==> config.mk <==
export PLATFORM = sky130hd
export DESIGN_NAME = atm_keypad_entry
export DESIGN_NICKNAME = d
export VERILOG_FILES = /design/src/rtl/atm_keypad_entry.sv
export SDC_FILE = /design/constraint.sdc
export NUM_CORES = 1
export LEC_CHECK = 0
export CELL_PAD_IN_SITES_DETAIL_PLACEMENT = 0
export CELL_PAD_IN_SITES_GLOBAL_PLACEMENT = 1
export CORE_ASPECT_RATIO = 0.9
export CORE_UTILIZATION = 49
export CTS_BUF_LIST = sky130_fd_sc_hd__clkbuf_16
export DETAILED_ROUTE_END_ITERATION = 10
export DONT_BUFFER_PORTS = 1
export PLACE_DENSITY = 0.88
export SYNTH_ARGS = -nofsm -noshare
export SYNTH_HDL_FRONTEND = slang
export SYNTH_SLANG_ARGS = --single-unit
==> constraint.sdc <==
create_clock -name clk -period 4.4 [get_ports clk]
set_input_delay 0.88 -clock clk [delete_from_list [all_inputs] [get_ports clk]]
set_output_delay 0.88 -clock clk [all_outputs]
set_load 0.1 [all_outputs]
==> src/rtl/atm_keypad_entry.sv <==
// Keypad input stage for topLevelATM: decimal accumulation, range check, cancel and inactivity timeout.
// Optional macro ATM_KEY_ECHO_EN adds echo_valid/digit_count ports for a masked "*" display.
module atm_keypad_entry #(
    parameter int TIMEOUT_CYCLES = 1000,
    parameter int TCNT_W         = 16
) (
    input  logic       clk,
    input  logic       rst,
    input  logic       key_valid,
    input  logic [3:0] key_code,
    input  logic       entry_start,
    input  logic [1:0] entry_mode,
    output logic [3:0] Pin,
    output logic       password_entered,
    output logic [3:0] acc_number,
    output logic       acc_valid,
    output logic [5:0] amount,
    output logic       amount_valid,
    output logic       exit,
    output logic       timeout,
    output logic       overflow_err,
    output logic       busy
`ifdef ATM_KEY_ECHO_EN
    ,
    output logic       echo_valid,
    output logic [2:0] digit_count
`endif
);

    typedef enum logic [1:0] {S_IDLE, S_COLLECT, S_DONE} state_e;

    localparam logic [1:0]        MODE_PIN  = 2'b00;
    localparam logic [1:0]        MODE_AMT  = 2'b01;
    localparam logic [1:0]        MODE_ACC  = 2'b10;
    localparam logic [TCNT_W-1:0] TCNT_LAST = TCNT_W'(TIMEOUT_CYCLES - 1);

    state_e            state_q, state_d;
    logic [1:0]        mode_q, mode_d;
    logic [5:0]        acc_q, acc_d;
    logic [2:0]        cnt_q, cnt_d;
    logic [TCNT_W-1:0] tcnt_q, tcnt_d;
    logic              ovf_q, ovf_d;
    logic [3:0]        pin_q, pin_d;
    logic [3:0]        accn_q, accn_d;
    logic [5:0]        amt_q, amt_d;
    logic              pw_q, pw_d;
    logic              accv_q, accv_d;
    logic              amtv_q, amtv_d;
    logic              exit_q, exit_d;
    logic              tmo_q, tmo_d;
    logic              echo_d;

    logic [9:0] cand;
    logic [9:0] limit;
    logic       start_ok;

    // Wide enough for 63*10+9, so an oversized candidate can never wrap back into range.
    assign cand     = 10'(acc_q) * 10'd10 + 10'(key_code);
    assign limit    = (mode_q == MODE_AMT) ? 10'd63 : 10'd15;
    assign start_ok = entry_start && (entry_mode != 2'b11);

    always_comb begin
        // NOTE: every signal gets a default first so no path can infer a latch.
        state_d = state_q;
        mode_d  = mode_q;
        acc_d   = acc_q;
        cnt_d   = cnt_q;
        tcnt_d  = tcnt_q;
        ovf_d   = ovf_q;
        pin_d   = pin_q;
        accn_d  = accn_q;
        amt_d   = amt_q;
        pw_d    = 1'b0;
        accv_d  = 1'b0;
        amtv_d  = 1'b0;
        exit_d  = 1'b0;
        tmo_d   = 1'b0;
        echo_d  = 1'b0;

        if ((state_q != S_DONE) && start_ok) begin
            state_d = S_COLLECT;
            mode_d  = entry_mode;
            acc_d   = '0;
            cnt_d   = '0;
            tcnt_d  = '0;
            ovf_d   = 1'b0;
        end else if (state_q == S_COLLECT) begin
            if (key_valid) begin
                tcnt_d = '0;
                if (key_code <= 4'd9) begin
                    if (cand <= limit) begin
                        acc_d  = cand[5:0];
                        cnt_d  = (cnt_q == 3'd7) ? cnt_q : cnt_q + 3'd1;
                        echo_d = 1'b1;
                    end else begin
                        ovf_d = 1'b1;
                    end
                end else begin
                    case (key_code)
                        4'hA: begin
                            acc_d = '0;
                            cnt_d = '0;
                            ovf_d = 1'b0;
                        end
                        4'hB: begin
                            if (cnt_q != 3'd0) begin
                                state_d = S_DONE;
                                case (mode_q)
                                    MODE_PIN: begin pin_d  = acc_q[3:0]; pw_d   = 1'b1; end
                                    MODE_ACC: begin accn_d = acc_q[3:0]; accv_d = 1'b1; end
                                    default:  begin amt_d  = acc_q;      amtv_d = 1'b1; end
                                endcase
                            end
                        end
                        4'hC: begin
                            exit_d  = 1'b1;
                            state_d = S_IDLE;
                        end
                        default: ;
                    endcase
                end
            end else if (tcnt_q == TCNT_LAST) begin
                exit_d  = 1'b1;
                tmo_d   = 1'b1;
                tcnt_d  = '0;
                state_d = S_IDLE;
            end else begin
                tcnt_d = tcnt_q + 1'b1;
            end
        end else if (state_q == S_DONE) begin
            state_d = S_IDLE;
        end
    end

    always_ff @(posedge clk or posedge rst) begin
        if (rst) begin
            state_q <= S_IDLE;
            mode_q  <= MODE_PIN;
            acc_q   <= '0;
            cnt_q   <= '0;
            tcnt_q  <= '0;
            ovf_q   <= 1'b0;
            pin_q   <= '0;
            accn_q  <= '0;
            amt_q   <= '0;
            pw_q    <= 1'b0;
            accv_q  <= 1'b0;
            amtv_q  <= 1'b0;
            exit_q  <= 1'b0;
            tmo_q   <= 1'b0;
        end else begin
            // NOTE: non-blocking so every flop samples the pre-edge values of the others.
            state_q <= state_d;
            mode_q  <= mode_d;
            acc_q   <= acc_d;
            cnt_q   <= cnt_d;
            tcnt_q  <= tcnt_d;
            ovf_q   <= ovf_d;
            pin_q   <= pin_d;
            accn_q  <= accn_d;
            amt_q   <= amt_d;
            pw_q    <= pw_d;
            accv_q  <= accv_d;
            amtv_q  <= amtv_d;
            exit_q  <= exit_d;
            tmo_q   <= tmo_d;
        end
    end

`ifdef ATM_KEY_ECHO_EN
    logic echo_q;

    always_ff @(posedge clk or posedge rst) begin
        if (rst) echo_q <= 1'b0;
        else     echo_q <= echo_d;
    end

    assign echo_valid  = echo_q;
    assign digit_count = cnt_q;
`else
    logic unused_echo;
    assign unused_echo = echo_d;
`endif

    assign Pin              = pin_q;
    assign password_entered = pw_q;
    assign acc_number       = accn_q;
    assign acc_valid        = accv_q;
    assign amount           = amt_q;
    assign amount_valid     = amtv_q;
    assign exit             = exit_q;
    assign timeout          = tmo_q;
    assign overflow_err     = ovf_q;
    assign busy             = (state_q == S_COLLECT);

endmodule

==> reports/qor.yml, run 1 <==
outcome: "finished clean"
cts_max_path_buffers: 2
root_buffer: "clkbuf_16"
synth_cell_types: 42
synth_compound_area_share_pct: 11.6
grt_pass1_wl_mm: 8.80
period_share_pct: 79.5
antenna_found_initial: 0
fillers: 459
htreeDepth: 2
syn2layout_area_growth_pct: 9.26
die_x_um: 79.1
r2r-start: "acc_q[1]"
drive_above_1_share_pct: 12.0
start_kind: "register"
ys_ff_latch: 49
path_delay_family: "adder cells"
firstDrtPassIters: 4
drtIter0Drc: 117
path_clk_slew_ns: 0.06
setup_tns_ns: 0
period_minus_slack_ns: 3.50
worst_pin_slew_ns: 0.997
vias_per_cell: 5.70
fin_skew_ns: 0.00391
numCtsBuffers: 5
crit_arrival_ns: 3.67
syn_inst: 250
row_count: 24
cpMaxStageDelayCell: "or4_4"
maxCapViolCount: 0
critPathKind: "reg -> reg"
crit_top_cell: "ha_1"
hold_viol: 0
core_area_um2: 4980
start_util_pct: 52.6
grt-ovfl-total: 0
place_inst: 316
layout.nets: 287
postCtsSetupBuffers: 0
yosysSeqAreaShare_pct: 46.8
ir_drop_mv: 0.423
antennaDiodeCount: 0
syn_nets: 279
syn_area_um2: 2620
crit_fanout: 7
hp-class: "reg -> reg"
maxSlewViolCount: 0
avgSynthCellArea_um2: 10.5
die_h_um: 71.4
synthMuxAreaShare_pct: 6.01
cts_tree: "built"
rsz0062_at_grt: "false"
fmax_mhz: 286
insertion_delay_ns: 0.29
yosys.area_share.xor_xnor_pct: 4.68
end_kind: "register"
yosys.area_share.simple_pct: 19.6
leakagePower_nw: 1.42
final_cells: 324
setup_viol: 0
cp_cell_sequence: "ha_1 -> ha_1 -> inv_1 -> fa_1 -> xnor2_1 -> ha_1 -> a21oi_1 -> a31oi_1 -> or4_4 -> a22o_1 -> a22o_1"
place.gp.congestion: 0.883
synthAdderAreaFrac_pct: 9.64
dr_total_vias: 1847
wire_per_inst_um: 15.7
grt_max_degree: 50
synth_top_family_by_area: "simple AND/OR/NAND/NOR gates"
io_pins: 31
ys_warn_count: 0
die_area_um2: 5650
route.detailed.drc: 0
required_ns: 4.57
cts_sinks: 49
cts_resized: 0
slew_headroom_pct: 33.4
grt_pass1_vias: 1782
hpwl_mm: 3.83
critPathLaunch: "acc_q[1]"
crit_buf_inv: 1
cts_hold_buf: 0
antenna_left: 0
critPathMaxStageDelay_ns: 0.53
io_buffers: 0
finalWirelength_mm: 5.10
hold_start: "tcnt_q[1]"
power_density_nw_per_um2: 537
grtUsageTotal_pct: 20.5
[per-layer routing]
| layer | GRT usage (%) | routed length, um | vias up |
|---|---|---|---|
| met5 | 0 | 0 | - |
| met4 | 5.45 | 49 | 0 |
| met3 | 7.13 | 389 | 5 |
| met2 | 28.8 | 2110 | 49 |
| met1 | 29.9 | 2550 | 872 |
| li1 | - | - | 921 |
[area by class of cell]
cell class / count / area [um2] / area share [%]
Clock inverter: 3 / 22.5 / 0.786
Multi-Input combinational cell: 189 / 1350 / 47.2
Clock buffer: 5 / 125 / 4.37
Sequential cell: 49 / 1230 / 42.8
Tap cell: 65 / 81.3 / 2.84
Inverter: 11 / 41.3 / 1.44
Timing Repair Buffer: 2 / 15.0 / 0.524
[cells in the mapped netlist]
| library cell | instances | area share (%) |
|---|---|---|
| a211oi_1 | 2 | 0.57 |
| a21boi_0 | 1 | 0.29 |
| a21o_1 | 6 | 1.7 |
| a21oi_1 | 6 | 1.1 |
| a22o_1 | 8 | 2.7 |
| a311oi_1 | 1 | 0.33 |
| a31oi_1 | 1 | 0.24 |
| a32o_1 | 1 | 0.38 |
| and2_1 | 2 | 0.48 |
| and3_1 | 4 | 0.95 |
| and4_1 | 2 | 0.67 |
| and4b_1 | 1 | 0.38 |
| clkbuf_1 | 1 | 0.14 |
| dfrtp_1 | 49 | 47 |
| fa_1 | 2 | 1.5 |
| ha_1 | 17 | 8.1 |
| inv_1 | 11 | 1.6 |
| mux2_2 | 14 | 6.0 |
| nand2_1 | 17 | 2.4 |
| nand2b_1 | 3 | 0.72 |
| nand3_1 | 10 | 1.9 |
| nand3b_1 | 2 | 0.57 |
| nand4_1 | 5 | 1.2 |
| nor2_1 | 28 | 4.0 |
| nor2b_1 | 5 | 1.2 |
| nor3_1 | 4 | 0.76 |
| nor3_2 | 1 | 0.38 |
| nor3b_2 | 1 | 0.48 |
| nor4_1 | 2 | 0.48 |
| nor4b_1 | 1 | 0.33 |
| o21ai_0 | 11 | 2.1 |
| o21ai_1 | 3 | 0.57 |
| o2bb2ai_1 | 1 | 0.33 |
| o311a_1 | 1 | 0.38 |
| o31ai_1 | 3 | 0.86 |
| or2_2 | 2 | 0.48 |
| or3_1 | 2 | 0.48 |
| or4_1 | 3 | 0.86 |
| or4_4 | 1 | 0.43 |
| or4b_1 | 1 | 0.38 |
| xnor2_1 | 5 | 1.7 |
| xor2_1 | 9 | 3.0 |
[cell usage in the layout (no fill, tap or decap), types with 2 or more instances in the layout]
cell type | Yosys | final
a211oi_1 | 2 | 2
a21o_1 | 6 | 6
a21oi_1 | 6 | 6
a22o_1 | 8 | 8
and2_1 | 2 | 2
and3_1 | 4 | 4
and4_1 | 2 | 2
buf_4 | 0 | 2
clkbuf_16 | 0 | 5
clkinv_4 | 0 | 2
dfrtp_1 | 49 | 49
fa_1 | 2 | 2
ha_1 | 17 | 17
inv_1 | 11 | 10
mux2_2 | 14 | 14
nand2_1 | 17 | 17
nand2b_1 | 3 | 3
nand3_1 | 10 | 10
nand3b_1 | 2 | 2
nand4_1 | 5 | 5
nor2_1 | 28 | 28
nor2b_1 | 5 | 4
nor3_1 | 4 | 4
nor4_1 | 2 | 2
o21ai_0 | 11 | 11
o21ai_1 | 3 | 3
o31ai_1 | 3 | 3
or2_2 | 2 | 2
or3_1 | 2 | 2
or4_1 | 3 | 3
xnor2_1 | 5 | 5
xor2_1 | 9 | 9
[where the power goes]
part	total [mW]	internal [mW]	switching, mW
sequential	0.611	0.502	0.108
combinational	0.548	0.220	0.328
clock	0.379	0.212	0.167
total	1.54	0.934	0.603
[cell families after synthesis]
logic type,Yosys count
buffers and inverters,12
adder cells (fa/ha/maj),19
flip-flops,49
AO/OA/AOI/OAI,45
XOR/XNOR,14
AND/OR/NAND/NOR,97
multiplexers,14
[state kept, by name, summed over array words and instances, names as in the netlist]
name / flops
overflow_err: 1
cnt_q: 3
acc_valid: 1
state_q: 2
Pin: 4
amount_valid: 1
exit: 1
acc_number: 4
amount: 6
acc_q: 6
password_entered: 1
tcnt_q: 16
mode_q: 2
timeout: 1
[through the flow]
| stage | total power, mW | util, % | hold slack, ns | setup slack (ns) | cell area [um2] |
|---|---|---|---|---|---|
| 6_report | 1.54 | 57.5 | 0.518 | 0.904 | 2860 |
| 3_3_place_gp | 1.16 | 54.5 | 0.496 | 0.904 | 2720 |
| 3_5_place_dp | 1.16 | 54.5 | 0.509 | 0.836 | 2720 |
| 4_1_cts | 1.54 | 57.5 | 0.523 | 0.899 | 2860 |
| 5_1_grt | 1.65 | 57.5 | 0.559 | 0.723 | 2860 |
| 2_1_floorplan | 1.04 | - | 0.472 | 1.01 | 2620 |
[worst register-to-register path: stages (launching register included)]
cell     delay, ns
dfrtp_1       0.50
ha_1          0.35
ha_1          0.22
inv_1         0.07
fa_1          0.48
xnor2_1       0.24
ha_1          0.27
a21oi_1       0.14
a31oi_1       0.07
or4_4         0.53
a22o_1        0.26
a22o_1        0.25
[worst paths after layout]
check / endpoint / slack, ns / cells past startpoint
max in group asynchronous: exit / 3.07 / 1
min in group asynchronous: acc_valid / 0.70 / 1
max reg2reg: acc_q[1] / 0.90 / 11
max: acc_q[1] / 0.90 / 11
min reg2reg: tcnt_q[1] / 0.52 / 2
min: tcnt_q[1] / 0.52 / 2
Power figures use the tool's default switching activity.
==> run 2, diff against run 1 <==
==> constraint.sdc (replaced) <==
create_clock -name clk -period 3.6 [get_ports clk]
set_input_delay 0.72 -clock clk [delete_from_list [all_inputs] [get_ports clk]]
set_output_delay 0.72 -clock clk [all_outputs]
set_load 0.1 [all_outputs]
==> run 2 against run 1 <==
Effect of this change: clock power grew 22%; hold slack gained 0.013 ns; clock-buffer cell count is the same; largest cell class unchanged; fmax grew 1.4%; via count grew 0.54%; first-iteration DRC count shrank 9.4%; combinational power grew 29%; highest routed layer unchanged; worst setup slack lost 0.75 ns; sequential power grew 21%.
==> reports/qor.yml, run 2 (synthesized netlist as in run 1, its figures left out) <==
outcome: "finished clean"  # unchanged
die_area_um2: 5650  # unchanged
top_usage_layer: "met1"  # unchanged
die_x_um: 79.1  # unchanged
hold_start: "tcnt_q[0]"  # was tcnt_q[1]
numCtsBuffers: 5  # unchanged
worst_pin_slew_ns: 0.991  # was 0.997 ns
maxCapViolCount: 0  # unchanged
fin_skew_ns: 0.00347  # was 0.00391 ns
final_common_cell: "dfrtp_1"  # unchanged
row_count: 24  # unchanged
firstDrtPassIters: 6  # was 4
antennaDiodeCount: 0  # unchanged
period_minus_slack_ns: 3.45  # was 3.50 ns
io_buffers: 0  # unchanged
hpwl_mm: 3.98  # was 3.83 mm
hp-class: "reg -> reg"  # unchanged
drtIter0Drc: 106  # was 117
use_met1_pct: 31.7  # was 29.9%
layout_common_cells: "dfrtp_1, nor2_1, nand2_1, ha_1, mux2_2"  # unchanged
rsz0062_at_grt: "false"  # unchanged
slew_headroom_pct: 33.8  # was 33.4%
setup_viol: 0  # unchanged
grt_pass1_wl_mm: 9.21  # was 8.80 mm
crit_arrival_ns: 3.62  # was 3.67 ns
setup_tns_ns: 0  # unchanged
cts_tree: "built"  # unchanged
cts_sinks: 49  # unchanged
wire_per_inst_um: 16.4  # was 15.7 um
layout.nets: 289  # was 287
place_ws_ns: 0.180  # was 0.836 ns
core_area_um2: 4980  # unchanged
htreeDepth: 2  # unchanged
power_frac_comb_pct: 37.0  # was 35.7%
largest_register_ffs: 16  # unchanged
p_clk_share_pct: 24.3  # was 24.6%
antenna_left: 0  # unchanged
grt-ovfl-total: 0  # unchanged
start_util_pct: 52.6  # unchanged
grt_max_degree: 50  # unchanged
fillers: 446  # was 459
drive_above_1_share_pct: 13.0  # was 12.0%
power_frac_seq_pct: 38.7  # was 39.7%
finalWirelength_mm: 5.33  # was 5.10 mm
met3_usage_pct: 5.48  # was 7.13%
end_kind: "register"  # unchanged
met2_usage_pct: 30.6  # was 28.8%
start_kind: "register"  # unchanged
antenna_found_initial: 0  # unchanged
maxSlewViolCount: 0  # unchanged
vias_per_cell: 5.70  # about the same
fmax_mhz: 290  # was 286 MHz
power.switching_uw: 757  # was 603 uW
r2r-start: "acc_q[3]"  # was acc_q[1]
intPower_mw: 1.16  # was 934 uW
io_pins: 31  # unchanged
dr_total_vias: 1857  # was 1847
period_share_pct: 95.8  # was 79.5%
setup_slack_ns: 0.152  # was 0.904 ns
route.detailed.drc: 0  # unchanged
power_density_nw_per_um2: 663  # was 537 nW/um2
insertion_delay_ns: 0.29  # about the same
max_flop_register: "tcnt_q"  # unchanged
required_ns: 3.77  # was 4.57 ns
cts_max_path_buffers: 2  # unchanged
leakagePower_nw: 1.44  # was 1.42 nW
power_switching_share_pct: 39.6  # was 39.2%
root_buffer: "clkbuf_16"  # unchanged
place.gp.congestion: 0.863  # was 0.883
die_h_um: 71.4  # unchanged
grt_pass1_vias: 1814  # was 1782
syn2layout_area_growth_pct: 10.1  # was 9.26%
hold_viol: 0  # unchanged
grtUsageTotal_pct: 21.2  # was 20.5%
critPathLaunch: "acc_q[3]"  # was acc_q[1]
crit_fanout: 6  # was 7
ir_drop_mv: 0.606  # was 0.423 mV
critPathKind: "reg -> reg"  # unchanged
path_clk_slew_ns: 0.07  # was 0.06 ns
-- run 2: cell types whose count changed in the layout (fill, tap and decap cells not counted), sizes merged --
| cell | change |
|---|---|
| buf | +2 |
| clkinvlp | +1 |
| inv | +1 |
| clkinv | -2 |
-- run 2: worst paths after layout --
kind | endpoint | slack (ns) | cells past startpoint
setup / recovery | acc_q[0] | 0.15 | 10
hold / removal | tcnt_q[0] | 0.53 | 1
setup reg to reg | acc_q[0] | 0.15 | 10
hold reg to reg | tcnt_q[0] | 0.53 | 1
max in group asynchronous | tcnt_q[3] | 2.44 | 1
min in group asynchronous | tcnt_q[7] | 0.54 | 1
-- run 2: critical path, stage by stage, from the launching register on --
cell     delay (ns)
dfrtp_1        0.44
ha_1           0.31
ha_1           0.23
inv_1          0.07
fa_1           0.49
nor4b_1        0.36
nand4_1        0.14
o311a_1        0.19
or4_4          0.58
a22o_1         0.26
a22o_1         0.26
-- run 2: layout make-up --
| type | count | area, um2 | share of cell area, % |
|---|---|---|---|
| multi-input cells | 189 | 1360 | 47.1 |
| flip-flops and latches | 49 | 1230 | 42.5 |
| clock buffers | 5 | 125 | 4.34 |
| well taps | 65 | 81.3 | 2.82 |
| inverters | 11 | 41.3 | 1.43 |
| repair buffers | 4 | 30.0 | 1.04 |
| clock inverters | 3 | 21.3 | 0.737 |
-- run 2: stage by stage --
stage	hold WS (ns)	std cells	util (%)	power, mW	instance area, um2
after CTS	0.536	326	57.7	1.90	2880
after global placement	0.502	318	54.8	1.42	2730
after global routing	0.560	326	57.9	2.03	2890
final	0.531	326	57.9	1.91	2890
after floorplan	0.472	250	-	1.27	2620
after detailed placement	0.507	318	54.8	1.44	2730
-- run 2: repair_timing --
| action | in CTS | in global routing |
|---|---|---|
| setup endpoints to repair | 0 | 3 |
| gates resized for setup | 0 | 2 |
| setup buffers | 0 | 0 |
| hold buffers | 0 | 0 |
-- run 2: metal layers --
metal / share of wire (%) / up-vias / wire (um)
li1: - / 921 / -
met1: 50 / 894 / 2650
met3: 5.6 / 5 / 299
met2: 44 / 37 / 2340
met5: 0 / - / 0
met4: 0.68 / 0 / 36
-- run 2: power by group through the flow --
| stage | Sequential [mW] | Clock [mW] | Combinational [mW] |
|---|---|---|---|
| after floorplan | 0.726 | 0 | 0.540 |
| after global placement | 0.747 | 0 | 0.675 |
| after detailed placement | 0.750 | 0 | 0.689 |
| after CTS | 0.740 | 0.467 | 0.693 |
| after global routing | 0.750 | 0.496 | 0.789 |
| final | 0.740 | 0.464 | 0.707 |
==> run 3, diff against run 2 <==
==> constraint.sdc (replaced) <==
create_clock -name clk -period 3.18 [get_ports clk]
set_input_delay 0.636 -clock clk [delete_from_list [all_inputs] [get_ports clk]]
set_output_delay 0.636 -clock clk [all_outputs]
set_load 0.1 [all_outputs]
==> run 3 against run 2 <==
Effect of this change: die area unchanged; the flow now finishes with violations (setup timing); fmax increased by 6.2%; power increased by 29%; flip-flop and latch count unchanged; register-to-register slack got worse by 0.22 ns; global-route usage increased by 0.78 points; core utilization increased by 3.3 points; non-clock buffer count increased by 15; worst setup slack got worse by 0.22 ns; clock skew increased by 0.0022 ns; highest routed layer unchanged; sequential power increased by 11%; hold slack got worse by 0.073 ns.
==> reports/qor.yml, run 3 (synthesized netlist as in run 1, its figures left out) <==
intPower_mw: 1.51  # was 1.16 mW
period_minus_slack_ns: 3.25  # was 3.45 ns
finalWirelength_mm: 5.52  # was 5.33 mm
path_clk_slew_ns: 0.07  # about the same
layout.nets: 304  # was 289
antenna_found_initial: 0  # unchanged
max_flop_register: "tcnt_q"  # unchanged
drive_above_1_share_pct: 21.4  # was 13.0%
ir_drop_mv: 0.867  # was 0.606 mV
antennaDiodeCount: 0  # unchanged
maxCapViolCount: 0  # unchanged
period_share_pct: 102  # was 95.8%
io_buffers: 0  # unchanged
firstDrtPassIters: 4  # was 6
syn2layout_area_growth_pct: 16.3  # was 10.1%
htreeDepth: 2  # unchanged
violations: "setup timing"
insertion_delay_ns: 0.29  # about the same
power_switching_share_pct: 38.8  # was 39.6%
grtUsageTotal_pct: 22.0  # was 21.2%
place.gp.congestion: 0.863  # about the same
leakagePower_nw: 1.52  # was 1.44 nW
numCtsBuffers: 5  # unchanged
power_density_nw_per_um2: 811  # was 663 nW/um2
maxSlewViolCount: 0  # unchanged
hold_viol: 0  # unchanged
antenna_left: 0  # unchanged
place_area_um2: 2820  # was 2730 um2
grt-ovfl-total: 0  # unchanged
die_x_um: 79.1  # unchanged
final_common_cell: "dfrtp_1"  # unchanged
crit_top_cell: "ha_1"
power_frac_seq_pct: 33.1  # was 38.7%
power_frac_comb_pct: 45.3  # was 37.0%
fmax_mhz: 308  # was 290 MHz
cts_sinks: 49  # unchanged
dr_total_vias: 1960  # was 1857
rsz0062_at_grt: "true"  # was false
grt_pass1_wl_mm: 9.42  # was 9.21 mm
cpMaxStageDelayCell: "fa_2"  # was or4_4
io_pins: 31  # unchanged
start_kind: "register"  # unchanged
cp_cell_sequence: "ha_1 -> ha_2 -> inv_2 -> fa_2 -> xnor2_2 -> ha_1 -> a21oi_2 -> a31oi_1 -> or4_4 -> a22o_4 -> a22o_1"  # was ha_1 -> ha_1 -> inv_1 -> fa_1 -> nor4b_1 -> nand4_1 -> o311a_1 -> or4_4 -> a22o_1 -> a22o_1
row_count: 24  # unchanged
fin_skew_ns: 0.00566  # was 0.00347 ns
worst_pin_slew_ns: 1.02  # was 0.991 ns
die_h_um: 71.4  # unchanged
p_clk_share_pct: 21.7  # was 24.3%
route.detailed.drc: 0  # unchanged
cts_max_path_buffers: 2  # unchanged
drtIter0Drc: 95  # was 106
largest_register_ffs: 16  # unchanged
crit_arrival_ns: 3.43  # was 3.62 ns
power.switching_uw: 960  # was 757 uW
setup_viol: 9  # was 0
crit_fanout: 5  # was 6
grt_max_degree: 50  # unchanged
end_kind: "register"  # unchanged
power_mw: 2.47  # was 1.91 mW
fin_area_um2: 3050  # was 2890 um2
start_util_pct: 52.6  # unchanged
cts_tree: "built"  # unchanged
outcome: "finished with violations"  # was finished clean
core_area_um2: 4980  # unchanged
hp-class: "in -> async"  # was reg -> reg
die_area_um2: 5650  # unchanged
slew_headroom_pct: 32.1  # was 33.8%
vias_per_cell: 5.75  # was 5.70
root_buffer: "clkbuf_16"  # unchanged
required_ns: 3.36  # was 3.77 ns
wire_per_inst_um: 16.2  # was 16.4 um
critPathKind: "reg -> reg"  # unchanged
setup_slack_ns: -0.0662  # was 0.152 ns
hpwl_mm: 4.03  # was 3.98 mm
grt_pass1_vias: 1953  # was 1814
critPathMaxStageDelay_ns: 0.59  # was 0.58 ns
layout_common_cells: "dfrtp_1, nor2_1, buf_4"  # was dfrtp_1, nor2_1, nand2_1, ha_1, mux2_2
## run 3: power groups by stage
stage	Clock (mW)	Combinational (mW)	Sequential, mW
2_1_floorplan	0	0.612	0.822
3_3_place_gp	0	0.883	0.829
3_5_place_dp	0	0.897	0.831
4_1_cts	0.543	0.973	0.818
5_1_grt	0.573	1.21	0.832
6_report	0.536	1.12	0.818
## run 3: worst paths after layout
kind,start,to,slack (ns),cells after the start
worst max-delay path,acc_q[1],acc_q[0],-0.07,11
worst min register to register,tcnt_q[1],tcnt_q[1],0.52,2
min in group clk,key_code[0],acc_q[0],0.50,1
max in group asynchronous,rst,timeout,2.10,1
worst max register to register,acc_q[1],acc_q[0],-0.07,11
worst min-delay path,rst,tcnt_q[7],0.46,1
## run 3: stage by stage
step	hold slack, ns	TNS, ns	cells	setup slack [ns]	utilization (%)
2_1_floorplan	0.476	0	250	0.0109	-
3_3_place_gp	0.500	-0.0808	329	-0.0365	56.5
3_5_place_dp	0.504	-1.22	329	-0.186	56.5
4_1_cts	0.481	0	339	0.00382	60.4
5_1_grt	0.497	-1.52	341	-0.174	61.2
6_report	0.458	-0.451	341	-0.0662	61.2
## run 3: final cells by class
class	instances	area (um2)
Multi-Input combinational cell	189	1410
Clock buffer	5	125
Sequential cell	49	1230
Timing Repair Buffer	19	143
Tap cell	65	81.3
Clock inverter	3	21.3
Inverter	11	41.3
Fill cell	438	1940
## run 3: critical path, delay by kind of cell (launching register included)
family,cells,cell delay (ns)
xor gates and xnor gates,1,0.10
and+or+nand+nor,1,0.55
DFF,1,0.38
adders and majority gates,4,1.38
AOI/OAI and AO/OA,4,0.67
buffers and inverters,1,0.04
## run 3: what timing repair did
action,CTS,global route
resized for setup,7,6
setup buffers,2,2
setup endpoints to repair,9,9
hold buffers,0,0
pin swaps,1,14
## run 3: per-layer routing
metal,track usage [%],vias up,routed length (um)
li1,-,957,-
met3,5.86,11,340
met5,0,-,0
met1,31.3,942,2750
met2,31.7,50,2330
met4,9.09,0,103
